## src/rtl/fifo_txuart.sv

```systemverilog
// 8N1 UART transmitter that pulls bytes straight from a synchronous FIFO read port.
// Back-to-back frames pop the next byte on the last stop-bit cycle so no idle gap appears.
module fifo_txuart #(
    parameter int unsigned CLOCKS_PER_BAUD = 24
) (
    input  logic       i_clk,
    input  logic       i_reset,
    input  logic       i_fifo_empty,
    input  logic [7:0] i_fifo_data,
    output logic       o_fifo_rd,
    output logic       o_uart_tx,
    output logic       o_busy
);

    typedef enum logic [1:0] {IDLE, START, DATA, STOP} state_t;

    localparam logic [23:0] RELOAD = 24'(CLOCKS_PER_BAUD - 1);

    state_t      state_q = IDLE;
    state_t      state_d;
    logic [23:0] baud_q  = '0;
    logic [23:0] baud_d;
    logic [2:0]  bit_q   = '0;
    logic [2:0]  bit_d;
    logic [7:0]  shift_q = '0;
    logic [7:0]  shift_d;
    logic        tx_q    = 1'b1;
    logic        tx_d;
    logic        fifo_rd;
    logic        baud_last;

    always_comb begin
        state_d   = state_q;
        baud_d    = baud_q;
        bit_d     = bit_q;
        shift_d   = shift_q;
        tx_d      = tx_q;
        baud_last = (baud_q == '0);
        fifo_rd   = !i_reset && !i_fifo_empty &&
                    (state_q == IDLE || (state_q == STOP && baud_last));

        if (state_q != IDLE) begin
            baud_d = baud_last ? RELOAD : baud_q - 24'd1;
        end

        case (state_q)
            IDLE: begin
                if (fifo_rd) begin
                    state_d = START;
                    shift_d = i_fifo_data;
                    baud_d  = RELOAD;
                    tx_d    = 1'b0;
                end
            end
            START: begin
                if (baud_last) begin
                    state_d = DATA;
                    bit_d   = 3'd0;
                    tx_d    = shift_q[0];
                end
            end
            DATA: begin
                // Shift out LSB first; the stop bit follows the eighth data bit.
                if (baud_last) begin
                    shift_d = {1'b0, shift_q[7:1]};
                    bit_d   = bit_q + 3'd1;
                    if (bit_q == 3'd7) begin
                        state_d = STOP;
                        tx_d    = 1'b1;
                    end else begin
                        tx_d    = shift_q[1];
                    end
                end
            end
            STOP: begin
                if (baud_last) begin
                    if (fifo_rd) begin
                        state_d = START;
                        shift_d = i_fifo_data;
                        tx_d    = 1'b0;
                    end else begin
                        state_d = IDLE;
                        baud_d  = '0;
                    end
                end
            end
            default: begin
                state_d = IDLE;
                tx_d    = 1'b1;
            end
        endcase
    end

    always_ff @(posedge i_clk) begin
        if (i_reset) begin
            state_q <= IDLE;
            baud_q  <= '0;
            bit_q   <= '0;
            shift_q <= '0;
            tx_q    <= 1'b1;
        end else begin
            state_q <= state_d;
            baud_q  <= baud_d;
            bit_q   <= bit_d;
            shift_q <= shift_d;
            tx_q    <= tx_d;
        end
    end

    assign o_fifo_rd = fifo_rd;
    assign o_uart_tx = tx_q;
    assign o_busy    = (state_q != IDLE);

endmodule

```

## config.mk

```make
export PLATFORM = sky130hd
export DESIGN_NAME = fifo_txuart
export DESIGN_NICKNAME = d
export VERILOG_FILES = /design/src/rtl/fifo_txuart.sv
export SDC_FILE = /design/constraint.sdc
export NUM_CORES = 1
export LEC_CHECK = 0
export ABC_AREA = 1
export CAP_MARGIN = 20
export CORE_UTILIZATION = 50
export CTS_CLUSTER_SIZE = 10
export DETAILED_ROUTE_END_ITERATION = 10
export PLACE_DENSITY = 0.69
export SLEW_MARGIN = 40
export SYNTH_ARGS = -nofsm -noshare
export SYNTH_HDL_FRONTEND = slang
export SYNTH_SLANG_ARGS = --single-unit
```

## constraint.sdc

```tcl
create_clock -name i_clk -period 3.14 [get_ports i_clk]
set_clock_uncertainty 0.1 [all_clocks]
set_input_delay 0.628 -clock i_clk [delete_from_list [all_inputs] [get_ports i_clk]]
set_output_delay 0.628 -clock i_clk [all_outputs]
set_load 0.005 [all_outputs]
```

# Word level (Yosys, flattened, before mapping)
# Cells that the tools add are included.
dict set report op_classes {
  add_sub_neg 2
  n_eq_ne 9
  muxes 26
  n_reduce_logical 15
}
# cell count
set ops {}
lappend ops {{2-to-1 mux 24 bit} 5}
lappend ops {{case mux 24 bit (2 select lines)} 1}
lappend ops {{logical NOT 24 bit} 1}
lappend ops {{2-to-1 mux 8 bit} 3}
lappend ops {{case mux 8 bit (3 select lines)} 1}
lappend ops {{subtractor 24 x 1 -> 24 bit (second input constant)} 1}
lappend ops {{2-to-1 mux 2 bit} 5}
lappend ops {{!= test 2 bit (second input constant)} 5}
lappend ops {{AND reduction 3 bit} 3}
lappend ops {{case mux 2 bit (4 select lines)} 1}
lappend ops {{2-to-1 mux 1 bit} 6}
lappend ops {{2-to-1 mux 3 bit} 2}
lappend ops {{case mux 3 bit (2 select lines)} 1}
lappend ops {{AND reduction 5 bit} 1}
lappend ops {{equality test 2 bit (second input constant)} 2}
lappend ops {{case mux 1 bit (4 select lines)} 1}
lappend ops {{nonzero test 2 bit} 2}
lappend ops {{adder 3 x 1 -> 3 bit (second input constant)} 1}
lappend ops {{equality test 3 bit (second input constant)} 1}
lappend ops {{logical AND 1 bit} 3}
lappend ops {{nonzero test 3 bit} 1}
lappend ops {{equality test 2 x 1 -> 1 bit (second input constant)} 1}
lappend ops {{logical NOT 1 bit} 2}
lappend ops {{logical NOT 2 bit} 1}
lappend ops {{logical OR 1 bit} 1}
dict set report totals {
  reg_bits 38
}

# Depth between registers and ports, before layout
dict set report depth {
  depth_word 7
  ltp_mapped 13
  mapped_depth_nobuf 12
}

# Least setup slack after synthesis
# OpenSTA, ideal clock, no wires.
dict set report synth_timing {
  path_kind {input port to output port}
  from {in i_reset}
  to {out o_fifo_rd}
  arrival_ns 1.175
  t_required_ns 2.412
  setup_slack_ns 1.237
  path_stages 4
  path_cell_list {clkbuf_1 -> nor2_1 -> nand2_2 -> inv_1}
}
dict set report synth_between {
  elab_chain_len 3
}
# element line_no
set synth_lines {}
lappend synth_lines {{start: declaration} 7} ;# input logic i_reset,
lappend synth_lines {{logical NOT 1 bit} 39} ;# fifo_rd = !i_reset && !i_fifo_empty &&
lappend synth_lines {{logical AND 1 bit (2 in series)} 39}
lappend synth_lines {{end: declaration} 10} ;# output logic o_fifo_rd,
# Every way passes these cells.

# Final worst setup path
dict set report layout_timing {
  from {reg baud_q[0]}
  to {out o_fifo_rd}
}
dict set report layout_between {
  elab_chain_len 4
}
# element line_no
set layout_lines {}
lappend layout_lines {{start: declaration} 21} ;# logic [23:0] baud_q = '0;
lappend layout_lines {{start signal: assignment} 103} ;# baud_q <= baud_d;
lappend layout_lines {{logical NOT 24 bit} 38} ;# baud_last = (baud_q == '0);
lappend layout_lines {{logical AND 1 bit} 40} ;# (state_q == IDLE || (state_q == STOP && baud_last));
lappend layout_lines {{logical OR 1 bit} 40}
lappend layout_lines {{logical AND 1 bit} 39}
# Every way passes these cells.

==> summary.md <==
The final route contains 1786 vias. The worst hold path belongs to the class flip-flop to flip-flop. For the routed length on met2, the log shows 1823 um.

The per-cell routed wire length was 11.00 um; the total number of H-tree levels was 2. The number of endpoints failing setup at the final stage was 0. After routing, the total negative slack on setup checks comes to 0 ns. The number of warnings printed during yosys synthesis is 0, and the post-route non-filler standard cell count is 361.

Power spread over the standard cell area amounts to 1210 nW/um2. Port buffering added 13 buffers. 0 antenna diodes ended up in the layout. The critical path class was flip-flop to primary output.

In this run the worst path has a maximum fanout of 4. The data arrival time of the critical path came out at 2.05 ns. The run finished with clean final reports. Ranked by instance count, the synthesized netlist is headed by sky130_fd_sc_hd__nand2_1 (59), sky130_fd_sc_hd__nor2_1 (55), sky130_fd_sc_hd__dfxtp_1 (38). Summed over all cells, the static leakage comes to 1.047 nW. For the placement row count, the log shows 23. The first global-routing pass estimated 6568 um of wire. At the end of the flow, the number of nets in the layout was 330. Counting every sink on the clock net gives 38. The share of layout cells above drive strength 1 was 0.1190; the maximum number of buffers from clock root to sink was 2.

After detailed routing, no signal wire sits above met4. The proportion of synthesized flip-flops having asynchronous set or reset was 0; the residual antenna-violating net count after detailed routing was 0. Setup repair after global routing left no endpoint under its margin. The logs give 760.7 um2 for the sequential cell area and 0.3576 for the part of the Yosys area used for sequential elements. The run gives 0 as the number of gates given a new drive strength after cts. Headroom to the max-slew limit: 0.6983. Achievable clock frequency: 0.3601 GHz. In this run, CTS created clock tree buffers numbering 5. The routed design uses 101 um of met3 wire. The fraction of synthesized cell area taken by the top area cell type came out at 0.3576. The die covers 4519 um2. For the worst-skew pair, the clock arrives at the later sink with an insertion delay of 0.29 ns.

Counting flops with a built-in enable in the synthesized netlist gives 0. Using the TritonRoute via totals, the vias-per-cell ratio works out to 4.947. Summed over all instances, the cell type with the most area after synthesis is sky130_fd_sc_hd__dfxtp_1. The number of setup buffers added after CTS is 0. For the number of placed cells counting well taps, the log shows 355.

Entering global routing, the biggest net connects 21 pins. sky130_fd_sc_hd__nand2_1 is the most common cell in the netlist. For this run, design rule violations remaining after detail routing come to 0.

The post-synthesis sequential element count was 38; the initial core utilization was 0.5280. The count of final hold-check violations was 0; the overall die width was 67.23 um. After global routing the overflow that remains totals 0.

On the worst path, the slowest cell contributes a delay of 0.51 ns. The tool flagged a number of max-cap violations equal to 0. Synthesis produced a netlist with a net count of 315. The part of the cycle the worst path needs was 0.8843; the post-synthesis average cell area was 7.162 um2.

For the total area of multi-input combinational cells, the log shows 1212 um2. Total global routing track utilization: 0.1926. The netlist uses 32 different library cells. Dominant synthesized flop cell: sky130_fd_sc_hd__dfxtp_1. 14 I/O pins were placed. Data on the critical path is required at its endpoint by 2.41 ns. The number of DRC violations after detailed-routing iteration 0 was 61.

The tools report the largest vdd supply drop as 0.5048 mV. For the pin with the worst max-slew slack, the measured transition is 0.4520 ns. In the synthesized netlist, the number of instances is 297.

The cell at the slowest stage of the critical path is sky130_fd_sc_hd__clkdlybuf4s50_1. The area inside the core boundary was 4029 um2; the number of slew-limit violations in the final report was 0. The routed design could run at a clock period as short as 2.777 ns.

The category of the worst setup path capture point is a primary output. Compared with the post-synthesis result, the final layout area differs by 11.00%. Layout filler cell count: 374. Clock-pin slew of the registers on the worst-case setup and hold paths: 0.07 ns. Yosys attributes the largest share of cell area to sky130_fd_sc_hd__dfxtp_1 (36%), sky130_fd_sc_hd__nand2_1 (10%), sky130_fd_sc_hd__nor2_1 (9.7%). The tools report the initial antenna violation count as 0.

The signal on the critical path passes through inv_1 > ha_1 > nand2_2 > nor2_4 > nand4_1 > nand2_1 > nand2_2 > inv_1 > clkdlybuf4s50_1. Critical path launch point type: a flip-flop. The run gives 2127 um2 as the post-synth design cell area. TritonCTS built the clock tree.

The final layout contains routed wiring with a total length of 3971 um. The vertical extent of the die is 67.23 um, and the number of iterations in the first detailed-routing pass is 4. In this run, post-CTS hold repair placed 0 buffers. The sum of net half-perimeters after detailed placement was 2968 um.

At the end of routability-driven placement, the weighted congestion stood at 0.7665. The tree is rooted in a sky130_fd_sc_hd__clkbuf_8. The tools report the via count of the first global-routing pass as 1580. Total power draw: 0.002857 W. For this block, wires on met1 add up to 1965 um.
-- worst max-delay path, delay by kind of cell, from the launching register on --
kind | cells | cell delay (ns)
adder cells (fa/ha/maj) | 1 | 0.23
buffers and inverters | 3 | 0.74
AND/OR/NAND/NOR | 5 | 0.50
flip-flops | 1 | 0.31
-- area by class of cell --
class                   instances  share of cell area
clock buffers                   6             0.03498
multi-input cells             225              0.5135
well taps                      50             0.02650
flip-flops and latches         38              0.3222
inverters                      28             0.04452
repair buffers                 14             0.05829
-- logic make-up after synthesis --
family                   after synthesis  synth area share
AND/OR/NAND/NOR                      171            0.3812
flip-flops                            38            0.3576
buffers and inverters                 34           0.07235
AO/OA/AOI/OAI                         29           0.07353
XOR/XNOR                              18           0.07412
adder cells (fa/ha/maj)                7           0.04117
-- metrics by stage --
| step | instance area (um2) | hold slack, ns | util | setup WS [ns] |
|---|---|---|---|---|
| global route | 2361 | 0.3889 | 0.5860 | 0.2112 |
| detailed placement | 2278 | 0.3573 | 0.5655 | 0.4100 |
| CTS | 2361 | 0.3676 | 0.5860 | 0.3496 |
| global placement | 2278 | 0.3535 | 0.5655 | 0.4122 |
| floorplan | 2127 | 0.3393 | - | 1.237 |
| finish | 2361 | 0.3670 | 0.5860 | 0.3633 |
-- power by group --
part | internal, W | total [W] | switching (W)
Clock | 0.000169 | 0.000329 | 0.000159
Combinational | 0.000626 | 0.00168 | 0.00106
Sequential | 0.000682 | 0.000845 | 0.000163
Total | 0.00148 | 0.00286 | 0.00138
-- worst paths after layout --
path         startpoint  slack (ns)  depth (start not counted)    endpoint
min reg2reg  shift_q[7]        0.37                          2  shift_q[7]
min          shift_q[7]        0.37                          2  shift_q[7]
max           baud_q[0]        0.36                          9   o_fifo_rd
max reg2reg  state_q[0]        0.89                         10  baud_q[15]
-- layer usage --
| metal | up-vias | track usage |
|---|---|---|
| met3 | 9 | 0.04561 |
| met2 | 22 | 0.3225 |
| met5 | - | 0 |
| met4 | 0 | 0.08245 |
| met1 | 789 | 0.2334 |
| li1 | 966 | - |
-- flip-flops by register name, summed over array words and instances (netlist names) --
name       count
o_uart_tx      1
shift_q        8
state_q        2
bit_q          3
baud_q        24
-- layout by cell type (no fill, tap or decap), types with 5 or more instances in the layout --
master	n
sky130_fd_sc_hd__nand2_1	59
sky130_fd_sc_hd__nor2_1	55
sky130_fd_sc_hd__dfxtp_1	38
sky130_fd_sc_hd__inv_1	27
sky130_fd_sc_hd__nor2_2	14
sky130_fd_sc_hd__nand3_1	14
sky130_fd_sc_hd__o21ai_0	14
sky130_fd_sc_hd__clkdlybuf4s50_1	13
sky130_fd_sc_hd__xor2_1	11
sky130_fd_sc_hd__a21oi_1	10
sky130_fd_sc_hd__nand2_2	7
sky130_fd_sc_hd__xnor2_1	7
sky130_fd_sc_hd__ha_1	7
sky130_fd_sc_hd__clkbuf_8	6
sky130_fd_sc_hd__nand4_1	5
(Power assumes the default switching activity.)
